`src/rtl/barker_correlator.sv`:
```
// Barker-5 cyclic correlator: captures a frame on load, evaluates one lag per clock,
// then reports peak correlation, its lag and a threshold match; tracks frames and overruns.
module barker_correlator #(
  parameter int unsigned     N        = 5,
  parameter logic [N-1:0]    REF_CODE = 5'b11101,
  parameter int              THRESH   = 5
) (
  input  logic         clk,
  input  logic         rst,
  input  logic [N-1:0] data_in,
  input  logic         load,
  output logic         busy,
  output logic         result_valid,
  output logic [3:0]   corr_peak,
  output logic [2:0]   peak_lag,
  output logic         match,
  output logic [7:0]   frame_cnt,
  output logic         overrun
);

  localparam int unsigned CW = 4;
  localparam int unsigned LW = 3;
  localparam int unsigned PW = $clog2(N + 1);
  localparam logic signed [CW-1:0] THR = CW'(THRESH);

  typedef enum logic [1:0] {IDLE, COMPUTE, DONE} state_t;

  state_t                state, state_n;
  logic [N-1:0]          frame, frame_n;
  logic [LW-1:0]         lag, lag_n;
  logic signed [CW-1:0]  best, best_n;
  logic [LW-1:0]         best_lag, best_lag_n;
  logic                  busy_n, result_valid_n, match_n, overrun_n;
  logic [3:0]            corr_peak_n;
  logic [2:0]            peak_lag_n;
  logic [7:0]            frame_cnt_n;

  logic [2*N-1:0]        ref_pair;
  logic [N-1:0]          ref_k;
  logic [N-1:0]          diff;
  logic [PW-1:0]         pc;
  logic signed [CW-1:0]  c_k;

  // Bipolar correlation of the held frame against REF_CODE rotated right by the current lag
  always_comb begin
    ref_pair = {REF_CODE, REF_CODE} >> lag;
    ref_k    = ref_pair[N-1:0];
    diff     = frame ^ ref_k;
    pc       = '0;
    for (int i = 0; i < int'(N); i++) begin
      pc = pc + PW'(diff[i]);
    end
    c_k = $signed(CW'(N)) - $signed(CW'({pc, 1'b0}));
  end

  // Next-state and next-output logic
  always_comb begin
    state_n        = state;
    frame_n        = frame;
    lag_n          = lag;
    best_n         = best;
    best_lag_n     = best_lag;
    busy_n         = busy;
    result_valid_n = 1'b0;
    corr_peak_n    = corr_peak;
    peak_lag_n     = peak_lag;
    match_n        = match;
    frame_cnt_n    = frame_cnt;
    overrun_n      = overrun;
    case (state)
      IDLE: begin
        if (load) begin
          frame_n     = data_in;
          frame_cnt_n = frame_cnt + 8'd1;
          lag_n       = '0;
          busy_n      = 1'b1;
          state_n     = COMPUTE;
        end
      end
      COMPUTE: begin
        if (load) overrun_n = 1'b1;
        // Strict greater-than keeps the lowest lag on ties
        if (lag == '0 || c_k > best) begin
          best_n     = c_k;
          best_lag_n = lag;
        end
        if (lag == LW'(N - 1)) state_n = DONE;
        else                   lag_n   = lag + LW'(1);
      end
      DONE: begin
        if (load) overrun_n = 1'b1;
        corr_peak_n    = best;
        peak_lag_n     = best_lag;
        match_n        = (best >= THR);
        result_valid_n = 1'b1;
        busy_n         = 1'b0;
        state_n        = IDLE;
      end
      default: state_n = IDLE;
    endcase
  end

  always_ff @(posedge clk or posedge rst) begin
    if (rst) begin
      state        <= IDLE;
      frame        <= '0;
      lag          <= '0;
      best         <= '0;
      best_lag     <= '0;
      busy         <= 1'b0;
      result_valid <= 1'b0;
      corr_peak    <= '0;
      peak_lag     <= '0;
      match        <= 1'b0;
      frame_cnt    <= '0;
      overrun      <= 1'b0;
    end else begin
      state        <= state_n;
      frame        <= frame_n;
      lag          <= lag_n;
      best         <= best_n;
      best_lag     <= best_lag_n;
      busy         <= busy_n;
      result_valid <= result_valid_n;
      corr_peak    <= corr_peak_n;
      peak_lag     <= peak_lag_n;
      match        <= match_n;
      frame_cnt    <= frame_cnt_n;
      overrun      <= overrun_n;
    end
  end

endmodule

```
`config.mk`:
```
export PLATFORM = sky130hd
export DESIGN_NAME = barker_correlator
export DESIGN_NICKNAME = d
export VERILOG_FILES = /design/src/rtl/barker_correlator.sv
export SDC_FILE = /design/constraint.sdc
export NUM_CORES = 1
export LEC_CHECK = 0
export ABC_AREA = 1
export CAP_MARGIN = 10
export CORE_ASPECT_RATIO = 0.7
export CORE_MARGIN = 2
export CORE_UTILIZATION = 45
export DETAILED_ROUTE_END_ITERATION = 10
export GPL_TIMING_DRIVEN = 0
export PLACE_DENSITY = 0.71
export SETUP_SLACK_MARGIN = 0.2
export SKIP_CTS_REPAIR_TIMING = 1
export SLEW_MARGIN = 20
export SYNTH_ARGS = -nofsm -noshare
export SYNTH_HDL_FRONTEND = slang
export SYNTH_SLANG_ARGS = --single-unit
```
`constraint.sdc`:
```
create_clock -name clk -period 8.38 [get_ports clk]
set_input_delay 1.257 -clock clk [delete_from_list [all_inputs] [get_ports clk]]
set_output_delay 1.257 -clock clk [all_outputs]
set_load 0.02 [all_outputs]
```
# --- After elaboration in Yosys (flattened, before gate mapping) ---
# Cells that the tools add are included.
classes:
  n_mux: 9
  n_reduce_logical: 12
  n_eq_ne: 6
  bitwise_logic: 1
  n_addsub: 7
  n_lt_le_gt_ge: 2
  shift: 1
ops:
  columns: ["operator", "n"]
  rows:
  - ["$reduce_and A2 Y1", 5]
  - ["$shr A10 B3 Y5 const A", 1]
  - ["$add A8 B1 Y8 const B", 1]
  - ["$add A3 B1 Y3", 2]
  - ["$mux W3", 2]
  - ["$ne A2 B2 Y1 const B", 3]
  - ["$pmux W3 S2", 1]
  - ["$xor A5 B5 Y5", 1]
  - ["$ge A4 B4 Y1 const B", 1]
  - ["$gt A4 B4 Y1", 1]
  - ["$mux W2", 2]
  - ["$pmux W2 S2", 1]
  - ["$reduce_bool A2 Y1", 2]
  - ["$sub A4 B4 Y4 const A", 1]
  - ["$add A2 B1 Y3", 1]
  - ["$add A3 B1 Y3 const B", 1]
  - ["$eq A3 B3 Y1 const B", 1]
  - ["$logic_not A3 Y1", 1]
  - ["$reduce_and A3 Y1", 1]
  - ["$add A1 B1 Y2", 1]
  - ["$eq A2 B1 Y1 const B", 1]
  - ["$eq A2 B2 Y1 const B", 1]
  - ["$logic_not A2 Y1", 1]
  - ["$mux W1", 2]
  - ["other kinds (3)", 3]
totals:
  output_inout_bits: 19
  ff_bits: 36

# --- Longest topological paths before layout ---
# Gate-level depths: netlist (run 1).
logic_depth:
  depth_word: 10
  depth_mapped: 19
  mapped_depth_nobuf: 19

# --- Least setup slack after synthesis (run 1) ---
# No wires, ideal clock.
synth_path:
  path_kind: "flip-flop to flip-flop"
  startpoint: "register lag[0]"
  endpoint: "register best[1]"
  path_stages_with_launch: 20
  arrival_time_ns: 3.423
  synth_period_minus_slack_ns: 3.540
  required_time_ns: 8.263
  setup_time_ns: 0.117
  slack_ns: 4.840
  path_cell_list: "dfrtp_1 > inv_1 > ha_1 > nand2_1 > nand2_1 > xor2_1 > fa_1 > fa_1 > inv_1 > fa_1 > inv_1 > ha_1 > nand2_1 > nor2_1 > nor2_1 > nand2_1 > nand2_1 > nand2_2 > nand2_1 > nand2_1"
synth_via:
  elab_chain_cells: 10
synth_rtl:
  columns: ["element", "line_no", "source"]
  rows:
  - ["start, declared", "30", "logic [LW-1:0] lag, lag_n;"]
  - ["start signal, assigned", "120", "lag <= lag_n;"]
  - ["$shr A10 B3 Y5 (*)", "46", "ref_pair = {REF_CODE, REF_CODE} >> lag;"]
  - ["$xor A5 B5 Y5 (*)", "48", "diff = frame ^ ref_k;"]
  - ["$add A1 B1 Y2", "51", "pc = pc + PW'(diff[i]);"]
  - ["$add A2 B1 Y3", "51", null]
  - ["$add A3 B1 Y3", "51", null]
  - ["$add A3 B1 Y3 (*)", "51", null]
  - ["$sub A4 B4 Y4 (*)", "53", "c_k = $signed(CW'(N)) - $signed(CW'({pc, 1'b0}));"]
  - ["net c_k[1]", "42", "logic signed [CW-1:0] c_k;"]
  - ["$gt A4 B4 Y1", "83", "if (lag == '0 || c_k > best) begin"]
  - ["$logic_or A1 B1 Y1", "83", null]
  - ["$reduce_and A2 Y1 (no line)", null, null]
  - ["end signal, assigned", "121", "best <= best_n;"]
  - ["end, declared", "31", "logic signed [CW-1:0] best, best_n;"]
# Mark *: on every way through the listed nets, which the timed path passes. The rest lies on a longest branch.
# A chain may end at the register's enable or synchronous reset.

# --- Final worst setup path (run 1) ---
# Ends and elaborated chain as after synthesis.

==> flow_results.xml, run 1 <==
<?xml version="1.0" encoding="UTF-8"?>
<metrics>
  <group name="status">
    <metric name="run_status" unit="">finished clean</metric>
  </group>
  <group name="cts">
    <metric name="tritoncts" unit="">done</metric>
    <metric name="clk_transition_reported_paths" unit="ps">70</metric>
    <metric name="cts_inserted_buffers" unit="">5</metric>
    <metric name="cts.sinks" unit="">36</metric>
    <metric name="htree_num_levels" unit="">2</metric>
    <metric name="max-clock-path-buffers" unit="">2</metric>
    <metric name="clk-insertion-delay-late" unit="ps">300</metric>
    <metric name="clock_tree.root_cell" unit="">sky130_fd_sc_hd__clkbuf_8</metric>
  </group>
  <group name="timing">
    <metric name="relSlewSlack" unit="%">51.44</metric>
    <metric name="max_clock_freq" unit="MHz">258.8</metric>
    <metric name="finalCritPeriodShare" unit="%">46.11</metric>
    <metric name="final.setup_skew" unit="ps">6.307</metric>
    <metric name="finalSetupTns" unit="ps">0</metric>
    <metric name="unrepaired_setup_endpoints_after_global_routing" unit="">no</metric>
    <metric name="final_period_minus_worst_setup_slack" unit="ps">3864</metric>
    <metric name="timing_worst_slew_pin_value" unit="ps">727.4</metric>
    <metric name="hold_viol_final" unit="">0</metric>
    <metric name="final_max_slew_viol_count" unit="">0</metric>
    <metric name="setup-violations-final" unit="">0</metric>
  </group>
  <group name="yosys">
    <metric name="yosysSeqAreaShare" unit="%">49.05</metric>
    <metric name="avgSynthCellArea" unit="um2">8.788</metric>
    <metric name="post_synth_instance_area" unit="mm2">0.001837</metric>
    <metric name="netlist_instances" unit="">209</metric>
    <metric name="postSynthRegisterBits" unit="">36</metric>
    <metric name="syn_nets" unit="">232</metric>
    <metric name="synthDominantCellAreaShare" unit="%">49.05</metric>
    <metric name="yosysTopAreaCell" unit="">sky130_fd_sc_hd__dfrtp_1</metric>
    <metric name="post_synth_cell_types" unit="">26</metric>
    <metric name="synth_top_cells_by_area" unit="">sky130_fd_sc_hd__dfrtp_1 (49%), sky130_fd_sc_hd__nand2_1 (16%), sky130_fd_sc_hd__ha_1 (8.2%)</metric>
    <metric name="yosysWarnings" unit="">0</metric>
  </group>
  <group name="drt">
    <metric name="detail_route.vias_per_cell" unit="">4.586</metric>
    <metric name="dr.first_iter.drc_count" unit="">68</metric>
    <metric name="drtPass1Iterations" unit="">4</metric>
    <metric name="drt.antenna.violating_nets" unit="">0</metric>
    <metric name="wire_per_inst" unit="um">11.13</metric>
    <metric name="detail_route.wirelength" unit="mm">3.283</metric>
    <metric name="number_of_vias_in_the_routed_layout" unit="">1353</metric>
    <metric name="drc" unit="">0</metric>
  </group>
  <group name="die">
    <metric name="die_w" unit="um">80.36</metric>
    <metric name="fp.coreArea" unit="mm2">0.003923</metric>
    <metric name="die_area" unit="mm2">0.004617</metric>
    <metric name="row_count" unit="">19</metric>
    <metric name="start_util" unit="%">46.83</metric>
    <metric name="io_pins" unit="">27</metric>
    <metric name="floorplan.die.height" unit="um">57.45</metric>
  </group>
  <group name="grt">
    <metric name="wire_length_of_the_first_global_routing_pass" unit="mm">5.878</metric>
    <metric name="first_global_vias" unit="">1292</metric>
    <metric name="grt_max_degree" unit="">37</metric>
    <metric name="globalRouteTotalUtil" unit="%">17.21</metric>
    <metric name="antenna_found_initial" unit="">0</metric>
    <metric name="grt-ovfl-total" unit="">0</metric>
  </group>
  <group name="finish">
    <metric name="seq_area" unit="um2">900.9</metric>
    <metric name="layout_common_cells" unit="">sky130_fd_sc_hd__nand2_1 (79), sky130_fd_sc_hd__dfrtp_1 (36), sky130_fd_sc_hd__clkdlybuf4s50_1 (26)</metric>
    <metric name="fin_util" unit="%">57.51</metric>
    <metric name="drive_gt1_share" unit="%">6.584</metric>
    <metric name="multi_input_area" unit="um2">814.5</metric>
    <metric name="finish.net_count" unit="">265</metric>
    <metric name="area_growth_syn_to_layout" unit="%">22.82</metric>
    <metric name="mostFrequentLayoutCell" unit="">sky130_fd_sc_hd__nand2_1</metric>
    <metric name="finish.cell_count_without_fillers" unit="">295</metric>
    <metric name="fillerInstances" unit="">368</metric>
    <metric name="num_antenna_cells" unit="">0</metric>
  </group>
  <group name="worst_setup_path">
    <metric name="worstReg2RegStart" unit="">lag[0]$_DFFE_PP0P_</metric>
    <metric name="critPathCaptureType" unit="">register</metric>
    <metric name="timing.critical_path.arrival" unit="ps">4050</metric>
    <metric name="setup.reg_to_reg.worst_slack" unit="ps">4520</metric>
    <metric name="critical_path.max_fanout" unit="">7</metric>
    <metric name="worst_r2r_path_depth" unit="">19</metric>
    <metric name="startpoint_class" unit="">register</metric>
    <metric name="critical_path_required" unit="ps">8560</metric>
    <metric name="worst_r2r_end" unit="">best[1]$_DFFE_PP0P_</metric>
    <metric name="setup.worst_path.class" unit="">reg2reg</metric>
  </group>
  <group name="placement">
    <metric name="dpl.cell_count" unit="">287</metric>
    <metric name="io_buffer_count" unit="">26</metric>
    <metric name="dpl.hpwl" unit="mm">2.381</metric>
    <metric name="gp_congestion" unit="">0.8113</metric>
  </group>
  <group name="job">
    <metric name="drv_cap" unit="">0</metric>
  </group>
  <group name="min_path">
    <metric name="hold-path-cell-count" unit="">1</metric>
    <metric name="worstHoldPathType" unit="">reg2reg</metric>
    <metric name="worst_hold_path.endpoint" unit="">overrun$_DFFE_PP0P_</metric>
    <metric name="hold_start" unit="">overrun$_DFFE_PP0P_</metric>
  </group>
</metrics>
==> layout make-up <==
| type | count | share of cell area, % |
|---|---|---|
| tap | 52 | 2.884 |
| timing repair buffer | 26 | 11.54 |
| sequential | 36 | 39.93 |
| inverter | 26 | 4.326 |
| clock buffer | 7 | 3.827 |
| buffer | 4 | 1.054 |
| multi-input combinational | 143 | 36.11 |
| clock inverter | 1 | 0.3328 |
==> how the worst max path moves through the flow <==
stage / start / endpoint / slack [ps] / cells after the start
after floorplan: lag[0]$_DFFE_PP0P_ / best[1]$_DFFE_PP0P_ / 4840 / 19
after global placement: lag[0]$_DFFE_PP0P_ / best_lag[1]$_DFFE_PP0P_ / 4590 / 19
after detailed placement: lag[0]$_DFFE_PP0P_ / best_lag[0]$_DFFE_PP0P_ / 4530 / 19
after CTS: lag[0]$_DFFE_PP0P_ / best[1]$_DFFE_PP0P_ / 4490 / 19
after global routing: lag[1]$_DFFE_PP0P_ / best[1]$_DFFE_PP0P_ / 4240 / 19
final: lag[0]$_DFFE_PP0P_ / best[1]$_DFFE_PP0P_ / 4520 / 19
==> logic make-up after synthesis <==
group	synth area share, %
fa+ha+maj	11.44
xor+xnor	4.769
compound gates	3.338
flops	49.05
simple gates	24.80
buf+inv	6.607
==> cell usage after synthesis (all sizes together) <==
cell,instances
a21o,1
a21oi,1
buf,1
clkbuf,3
dfrtp,36
fa,3
ha,12
inv,26
nand2,80
nand3,13
nand4,2
nor2,9
nor3,1
o21ai,7
o22ai,1
o31ai,1
or2,2
xnor2,3
xor2,7
==> layer usage <==
layer / routed length [um] / GRT usage (%)
met1: 1675 / 24.30
met2: 1412 / 24.05
met3: 132 / 4.747
met4: 62 / 9.443
met5: 0 / 0
==> worst max-delay path, cell delays in order, from the launching register on <==
cell	delay [ps]
sky130_fd_sc_hd__dfrtp_1	430
sky130_fd_sc_hd__inv_1	160
sky130_fd_sc_hd__ha_1	190
sky130_fd_sc_hd__nand2_1	50
sky130_fd_sc_hd__nand2_1	70
sky130_fd_sc_hd__xor2_1	210
sky130_fd_sc_hd__fa_1	450
sky130_fd_sc_hd__fa_1	580
sky130_fd_sc_hd__inv_1	70
sky130_fd_sc_hd__fa_1	480
sky130_fd_sc_hd__inv_1	50
sky130_fd_sc_hd__ha_1	280
sky130_fd_sc_hd__nand2_1	70
sky130_fd_sc_hd__nor2_1	40
sky130_fd_sc_hd__nor2_1	90
sky130_fd_sc_hd__nand2_1	60
sky130_fd_sc_hd__nand2_1	180
sky130_fd_sc_hd__nand2_2	150
sky130_fd_sc_hd__nand2_1	90
sky130_fd_sc_hd__nand2_1	50
==> metrics by stage <==
stage | hold slack (ps) | cell area (um2) | setup WS, ps
floorplan | 442.2 | 1837 | 4840
global placement | 452.1 | 2162 | 4586
detailed placement | 459.4 | 2162 | 4528
CTS | 475.8 | 2256 | 4495
global route | 485.7 | 2256 | 4236
finish | 470.5 | 2256 | 4516
==> sequential cells by signal (all words and copies together) (netlist names) <==
register / count
corr_peak: 4
result_valid: 1
peak_lag: 3
busy: 1
lag: 3
overrun: 1
match: 1
frame_cnt: 8
frame: 5
best: 4
best_lag: 3
state: 2
Power of run 1 is not shown: default switching activity piles up to over one toggle a cycle in this logic, so the estimate is an artifact.
==> run 2, diff against run 1 <==
- PLACE_DENSITY: 0.71 -> 0.74
- clock period: 8.38 -> 3.3 ns (I/O delays scaled with it)
==> run 2 against run 1 <==
Against the previous run: the run now ends with negative setup slack left; die area stayed put; via count is 6.1% higher; final cell count is 2.4% higher; utilization is 4.0 points higher; non-clock buffer count is 7 higher; flip-flop and latch count stayed put; final area is 6.9% higher; setup slack worse by 4800 ps; sequential share of layout area is 2.5 points lower; critical path depth stayed put.
==> flow_results.xml, run 2 (synthesized netlist as in run 1, its figures left out) <==
<?xml version="1.0" encoding="UTF-8"?>
<metrics>
  <group name="grt">
    <metric name="first_global_vias" unit="">1270</metric>
    <metric name="antenna_found_initial" unit="">0</metric>
    <metric name="grt_max_degree" unit="">37</metric>
    <metric name="globalRouteTotalUtil" unit="%">16.74</metric>
    <metric name="grt-ovfl-total" unit="">0</metric>
    <metric name="wire_length_of_the_first_global_routing_pass" unit="mm">5.768</metric>
  </group>
  <group name="cts">
    <metric name="clk-insertion-delay-late" unit="ps">290</metric>
    <metric name="cts.sinks" unit="">36</metric>
    <metric name="max-clock-path-buffers" unit="">2</metric>
    <metric name="clock_tree.root_cell" unit="">sky130_fd_sc_hd__clkbuf_8</metric>
    <metric name="cts_inserted_buffers" unit="">5</metric>
    <metric name="tritoncts" unit="">done</metric>
    <metric name="clk_transition_reported_paths" unit="ps">70</metric>
    <metric name="htree_num_levels" unit="">2</metric>
  </group>
  <group name="finish">
    <metric name="layout_common_cells" unit="">sky130_fd_sc_hd__nand2_1 (71), sky130_fd_sc_hd__dfrtp_1 (34), sky130_fd_sc_hd__clkdlybuf4s50_1 (26)</metric>
    <metric name="num_antenna_cells" unit="">0</metric>
    <metric name="mostFrequentLayoutCell" unit="">sky130_fd_sc_hd__nand2_1</metric>
    <metric name="area_growth_syn_to_layout" unit="%">31.27</metric>
    <metric name="largest_register" unit="">frame_cnt</metric>
    <metric name="finish.net_count" unit="">272</metric>
    <metric name="largestRegisters" unit="">frame_cnt x8, frame x5</metric>
    <metric name="largest_register_ff_count" unit="">8</metric>
    <metric name="drive_gt1_share" unit="%">17.20</metric>
  </group>
  <group name="min_path">
    <metric name="worst_hold_path.endpoint" unit="">overrun$_DFFE_PP0P_</metric>
    <metric name="hold-path-cell-count" unit="">1</metric>
    <metric name="worstHoldPathType" unit="">reg2reg</metric>
    <metric name="hold_start" unit="">overrun$_DFFE_PP0P_</metric>
  </group>
  <group name="die">
    <metric name="fp.coreArea" unit="mm2">0.003923</metric>
    <metric name="start_util" unit="%">46.83</metric>
    <metric name="floorplan.die.height" unit="um">57.45</metric>
    <metric name="io_pins" unit="">27</metric>
    <metric name="row_count" unit="">19</metric>
    <metric name="die_w" unit="um">80.36</metric>
    <metric name="die_area" unit="mm2">0.004617</metric>
  </group>
  <group name="timing">
    <metric name="final_max_slew_viol_count" unit="">0</metric>
    <metric name="setup-violations-final" unit="">7</metric>
    <metric name="final_period_minus_worst_setup_slack" unit="ps">3597</metric>
    <metric name="finalSetupTns" unit="ps">-2017</metric>
    <metric name="max_clock_freq" unit="MHz">278.0</metric>
    <metric name="relSlewSlack" unit="%">51.38</metric>
    <metric name="unrepaired_setup_endpoints_after_global_routing" unit="">yes</metric>
    <metric name="final.setup_skew" unit="ps">4.280</metric>
    <metric name="hold_viol_final" unit="">0</metric>
    <metric name="timing_worst_slew_pin_value" unit="ps">728.2</metric>
    <metric name="finalCritPeriodShare" unit="%">109.0</metric>
    <metric name="worst_slack" unit="ps">-297.3</metric>
  </group>
  <group name="status">
    <metric name="failed_checks" unit="">negative setup slack</metric>
    <metric name="run_status" unit="">complete, but fails checks</metric>
  </group>
  <group name="worst_setup_path">
    <metric name="setup.reg_to_reg.worst_slack" unit="ps">-300</metric>
    <metric name="worstPathCellList" unit="">inv_4, ha_4, nand2_1, nand2_2, xor2_2, fa_1, fa_1, inv_2, fa_1, inv_2, ha_4, nand2_2, nor2_1, nor2_1, nand2_2, nand2_4, nand2_4, nand2_2, nand2_1</metric>
    <metric name="startpoint_class" unit="">register</metric>
    <metric name="setup.worst_path.class" unit="">reg2reg</metric>
    <metric name="worst_r2r_end" unit="">best[3]$_DFFE_PP0P_</metric>
    <metric name="critical_path_required" unit="ps">3490</metric>
    <metric name="slowest_stage" unit="">sky130_fd_sc_hd__fa_1</metric>
    <metric name="worstReg2RegStart" unit="">lag[1]$_DFFE_PP0P_</metric>
    <metric name="critical_path.max_fanout" unit="">7</metric>
    <metric name="cp_common_cell" unit="">sky130_fd_sc_hd__nand2_2</metric>
    <metric name="critPathCaptureType" unit="">register</metric>
    <metric name="critical_path.max_stage_delay" unit="ps">590</metric>
    <metric name="worst_r2r_path_depth" unit="">19</metric>
    <metric name="timing.critical_path.arrival" unit="ps">3790</metric>
  </group>
  <group name="drt">
    <metric name="drtPass1Iterations" unit="">6</metric>
    <metric name="number_of_vias_in_the_routed_layout" unit="">1435</metric>
    <metric name="drt.antenna.violating_nets" unit="">0</metric>
    <metric name="detail_route.vias_per_cell" unit="">4.752</metric>
    <metric name="wire_per_inst" unit="um">11.87</metric>
    <metric name="drc" unit="">0</metric>
    <metric name="detail_route.wirelength" unit="mm">3.585</metric>
    <metric name="dr.first_iter.drc_count" unit="">73</metric>
  </group>
  <group name="job">
    <metric name="drv_cap" unit="">0</metric>
  </group>
  <group name="placement">
    <metric name="dpl.hpwl" unit="mm">2.452</metric>
    <metric name="gp_congestion" unit="">0.7918</metric>
    <metric name="io_buffer_count" unit="">26</metric>
    <metric name="place_ws" unit="ps">-350.3</metric>
  </group>
</metrics>
run 2: cell types whose count changed in the layout (fill, tap and decap cells not counted):
cell / change
sky130_fd_sc_hd__nand2_1: -8
sky130_fd_sc_hd__buf_4: +7
sky130_fd_sc_hd__nand2_2: +6
sky130_fd_sc_hd__ha_1: -4
sky130_fd_sc_hd__ha_4: +4
sky130_fd_sc_hd__inv_1: -4
sky130_fd_sc_hd__dfrtp_1: -2
sky130_fd_sc_hd__dfrtp_2: +2
sky130_fd_sc_hd__inv_2: +2
sky130_fd_sc_hd__inv_4: +2
sky130_fd_sc_hd__nand2_4: +2
sky130_fd_sc_hd__xor2_1: -2
sky130_fd_sc_hd__xor2_2: +2
run 2: worst max-delay path: cells and delay by family, from the launching register on:
family        cells  cell delay [ps]
xor+xnor          1              150
fa+ha+maj         5             1970
buf+inv           3              180
flops             1              440
simple gates     10              740
run 2: area by class of cell:
class,count,area [um2]
fillers,355,1511
multi-input cells,143,909.6
flip-flops and latches,36,903.4
repair buffers,33,312.8
inverters,26,102.6
clock buffers,7,86.33
well taps,52,65.06
plain buffers,4,23.77
clock inverters,1,7.507
run 2: worst max path at each step:
stage	from	to	slack, ps
after floorplan	lag[0]$_DFFE_PP0P_	best[1]$_DFFE_PP0P_	-90
after global placement	lag[0]$_DFFE_PP0P_	best[3]$_DFFE_PP0P_	-310
after detailed placement	lag[1]$_DFFE_PP0P_	best[3]$_DFFE_PP0P_	-350
after CTS	lag[1]$_DFFE_PP0P_	best[3]$_DFFE_PP0P_	-370
after global routing	lag[0]$_DFFE_PP0P_	best[2]$_DFFE_PP0P_	-440
final	lag[1]$_DFFE_PP0P_	best[3]$_DFFE_PP0P_	-300
run 2: metrics by stage:
stage	std cells	hold WS, ps	util (%)	area [um2]
floorplan	209	442.2	-	1847
global placement	287	451.1	55.37	2172
detailed placement	287	450.9	55.37	2172
CTS	295	463.8	57.77	2266
finish	302	457.3	61.47	2411
global route	302	477.3	61.47	2411
run 2: metal layers:
layer	wire [um]	GRT usage, %
met5	0	0
met3	120	5.380
met1	1713	22.99
met2	1668	24.52
met4	83	7.264
Power of run 2 is left out for the same reason.
==> run 3, diff against run 2 <==
- RECOVER_POWER: not set -> 25
- clock period: 3.3 -> 2.9 ns (I/O delays scaled with it)
==> run 3 against run 2 <==
Against the previous run: the run still ends with negative setup slack left; register-to-register slack got worse by 400 ps; clock skew about the same; final area is the same; critical path depth is the same; sequential share of layout area unchanged; die area unchanged; utilization did not move; final cell count unchanged; worst hold slack did not move; global-route usage stayed put; highest routed layer unchanged.
==> flow_results.xml, run 3 (synthesized netlist as in run 1, its figures left out) <==
<?xml version="1.0" encoding="UTF-8"?>
<metrics>
  <group name="cts">
    <metric name="tritoncts" unit="">done</metric>
    <metric name="max-clock-path-buffers" unit="">2</metric>
    <metric name="clk-insertion-delay-late" unit="ps">290</metric>
    <metric name="htree_num_levels" unit="">2</metric>
    <metric name="clk_transition_reported_paths" unit="ps">70</metric>
    <metric name="cts_inserted_buffers" unit="">5</metric>
    <metric name="clock_tree.root_cell" unit="">sky130_fd_sc_hd__clkbuf_8</metric>
    <metric name="cts.sinks" unit="">36</metric>
  </group>
  <group name="timing">
    <metric name="setup-violations-final" unit="">7</metric>
    <metric name="finalHoldWorstSlack" unit="ps">457.3</metric>
    <metric name="unrepaired_setup_endpoints_after_global_routing" unit="">yes</metric>
    <metric name="final.setup_skew" unit="ps">4.275</metric>
    <metric name="hold_viol_final" unit="">0</metric>
    <metric name="final_period_minus_worst_setup_slack" unit="ps">3597</metric>
    <metric name="worst_slack" unit="ps">-697.3</metric>
    <metric name="timing_worst_slew_pin_value" unit="ps">1326</metric>
    <metric name="finalCritPeriodShare" unit="%">124.0</metric>
    <metric name="max_clock_freq" unit="MHz">278.0</metric>
    <metric name="relSlewSlack" unit="%">11.51</metric>
    <metric name="final_max_slew_viol_count" unit="">0</metric>
  </group>
  <group name="grt">
    <metric name="grt-ovfl-total" unit="">0</metric>
    <metric name="wire_length_of_the_first_global_routing_pass" unit="mm">5.768</metric>
    <metric name="grt_max_degree" unit="">37</metric>
    <metric name="globalRouteTotalUtil" unit="%">16.74</metric>
    <metric name="antenna_found_initial" unit="">0</metric>
    <metric name="first_global_vias" unit="">1270</metric>
  </group>
  <group name="placement">
    <metric name="dpl.cell_count" unit="">287</metric>
    <metric name="place_ws" unit="ps">-750.3</metric>
    <metric name="dpl.hpwl" unit="mm">2.452</metric>
    <metric name="placedInstanceArea" unit="mm2">0.002172</metric>
    <metric name="io_buffer_count" unit="">26</metric>
    <metric name="gp_congestion" unit="">0.7918</metric>
  </group>
  <group name="finish">
    <metric name="drive_gt1_share" unit="%">16.80</metric>
    <metric name="mostFrequentLayoutCell" unit="">sky130_fd_sc_hd__nand2_1</metric>
    <metric name="area_growth_syn_to_layout" unit="%">31.27</metric>
    <metric name="largest_register" unit="">frame_cnt</metric>
    <metric name="stdcell_area" unit="mm2">0.002411</metric>
    <metric name="largestRegisters" unit="">frame_cnt x8, frame x5</metric>
    <metric name="layout_common_cells" unit="">sky130_fd_sc_hd__nand2_1 (71), sky130_fd_sc_hd__dfrtp_1 (34), sky130_fd_sc_hd__clkdlybuf4s50_1 (25)</metric>
    <metric name="num_antenna_cells" unit="">0</metric>
    <metric name="largest_register_ff_count" unit="">8</metric>
    <metric name="finish.net_count" unit="">272</metric>
    <metric name="finish.cell_count_without_fillers" unit="">302</metric>
  </group>
  <group name="worst_setup_path">
    <metric name="critical_path.max_fanout" unit="">7</metric>
    <metric name="cp_common_cell" unit="">sky130_fd_sc_hd__nand2_2</metric>
    <metric name="critical_path_required" unit="ps">3090</metric>
    <metric name="critPathCaptureType" unit="">register</metric>
    <metric name="worstPathCellList" unit="">inv_4, ha_4, nand2_1, nand2_2, xor2_2, fa_1, fa_1, inv_2, fa_1, inv_2, ha_4, nand2_2, nor2_1, nor2_1, nand2_2, nand2_4, nand2_4, nand2_2, nand2_1</metric>
    <metric name="startpoint_class" unit="">register</metric>
    <metric name="slowest_stage" unit="">sky130_fd_sc_hd__fa_1</metric>
    <metric name="worst_r2r_path_depth" unit="">19</metric>
    <metric name="critical_path.max_stage_delay" unit="ps">590</metric>
    <metric name="setup.worst_path.class" unit="">reg2reg</metric>
    <metric name="timing.critical_path.arrival" unit="ps">3790</metric>
  </group>
  <group name="min_path">
    <metric name="worstHoldPathType" unit="">reg2reg</metric>
    <metric name="hold-path-cell-count" unit="">1</metric>
  </group>
  <group name="drt">
    <metric name="drt.antenna.violating_nets" unit="">0</metric>
    <metric name="detail_route.wirelength" unit="mm">3.586</metric>
    <metric name="wire_per_inst" unit="um">11.87</metric>
    <metric name="detail_route.vias_per_cell" unit="">4.752</metric>
    <metric name="drc" unit="">0</metric>
    <metric name="drtPass1Iterations" unit="">6</metric>
    <metric name="number_of_vias_in_the_routed_layout" unit="">1435</metric>
    <metric name="dr.first_iter.drc_count" unit="">73</metric>
  </group>
  <group name="die">
    <metric name="io_pins" unit="">27</metric>
    <metric name="start_util" unit="%">46.83</metric>
    <metric name="die_w" unit="um">80.36</metric>
    <metric name="floorplan.die.height" unit="um">57.45</metric>
    <metric name="row_count" unit="">19</metric>
    <metric name="fp.coreArea" unit="mm2">0.003923</metric>
    <metric name="die_area" unit="mm2">0.004617</metric>
  </group>
  <group name="status">
    <metric name="failed_checks" unit="">negative setup slack</metric>
    <metric name="run_status" unit="">complete, but fails checks</metric>
  </group>
  <group name="job">
    <metric name="drv_cap" unit="">0</metric>
  </group>
</metrics>
[run 3: cell count changes in the layout (fill, tap and decap cells not counted), sizes merged]
| cell | previous run | this run |
|---|---|---|
| dlygate4sd3 | 0 | 1 |
| clkdlybuf4s50 | 26 | 25 |
[run 3: worst paths after layout]
check | startpoint | to | slack [ps]
max in group asynchronous | rst | lag[1]$_DFFE_PP0P_ | 1070
worst min register to register | overrun$_DFFE_PP0P_ | overrun$_DFFE_PP0P_ | 460
min in group asynchronous | rst | peak_lag[1]$_DFFE_PP0P_ | 960
worst max-delay path | lag[1]$_DFFE_PP0P_ | best[3]$_DFFE_PP0P_ | -700
worst max register to register | lag[1]$_DFFE_PP0P_ | best[3]$_DFFE_PP0P_ | -700
worst min-delay path | overrun$_DFFE_PP0P_ | overrun$_DFFE_PP0P_ | 460
[run 3: stage by stage]
step	util (%)	TNS, ps
floorplan	-	-3358
global placement	55.37	-4831
detailed placement	55.37	-5157
CTS	57.77	-5261
global route	61.47	-5737
finish	61.47	-4817
[run 3: layout make-up]
class	instances	area, um2
Fill cell	355	1511
Multi-Input combinational cell	143	909.6
Sequential cell	36	903.4
Timing Repair Buffer	33	312.8
Inverter	26	102.6
Clock buffer	7	86.33
Tap cell	52	65.06
Buffer	4	23.77
Clock inverter	1	7.507
[run 3: worst max-delay path: cells and delay by family (launching register included)]
family | cells | cell delay [ps]
simple gates | 10 | 740
buf+inv | 3 | 180
fa+ha+maj | 5 | 1970
xor+xnor | 1 | 150
flops | 1 | 440
[run 3: layer usage]
metal / share of wire (%) / GRT usage, % / wire length [um]
met5: 0 / 0 / 0
met4: 2.3 / 7.264 / 83
met3: 3.3 / 5.380 / 120
met2: 46 / 24.52 / 1666
met1: 48 / 22.99 / 1715
Power of run 3 is left out for the same reason.
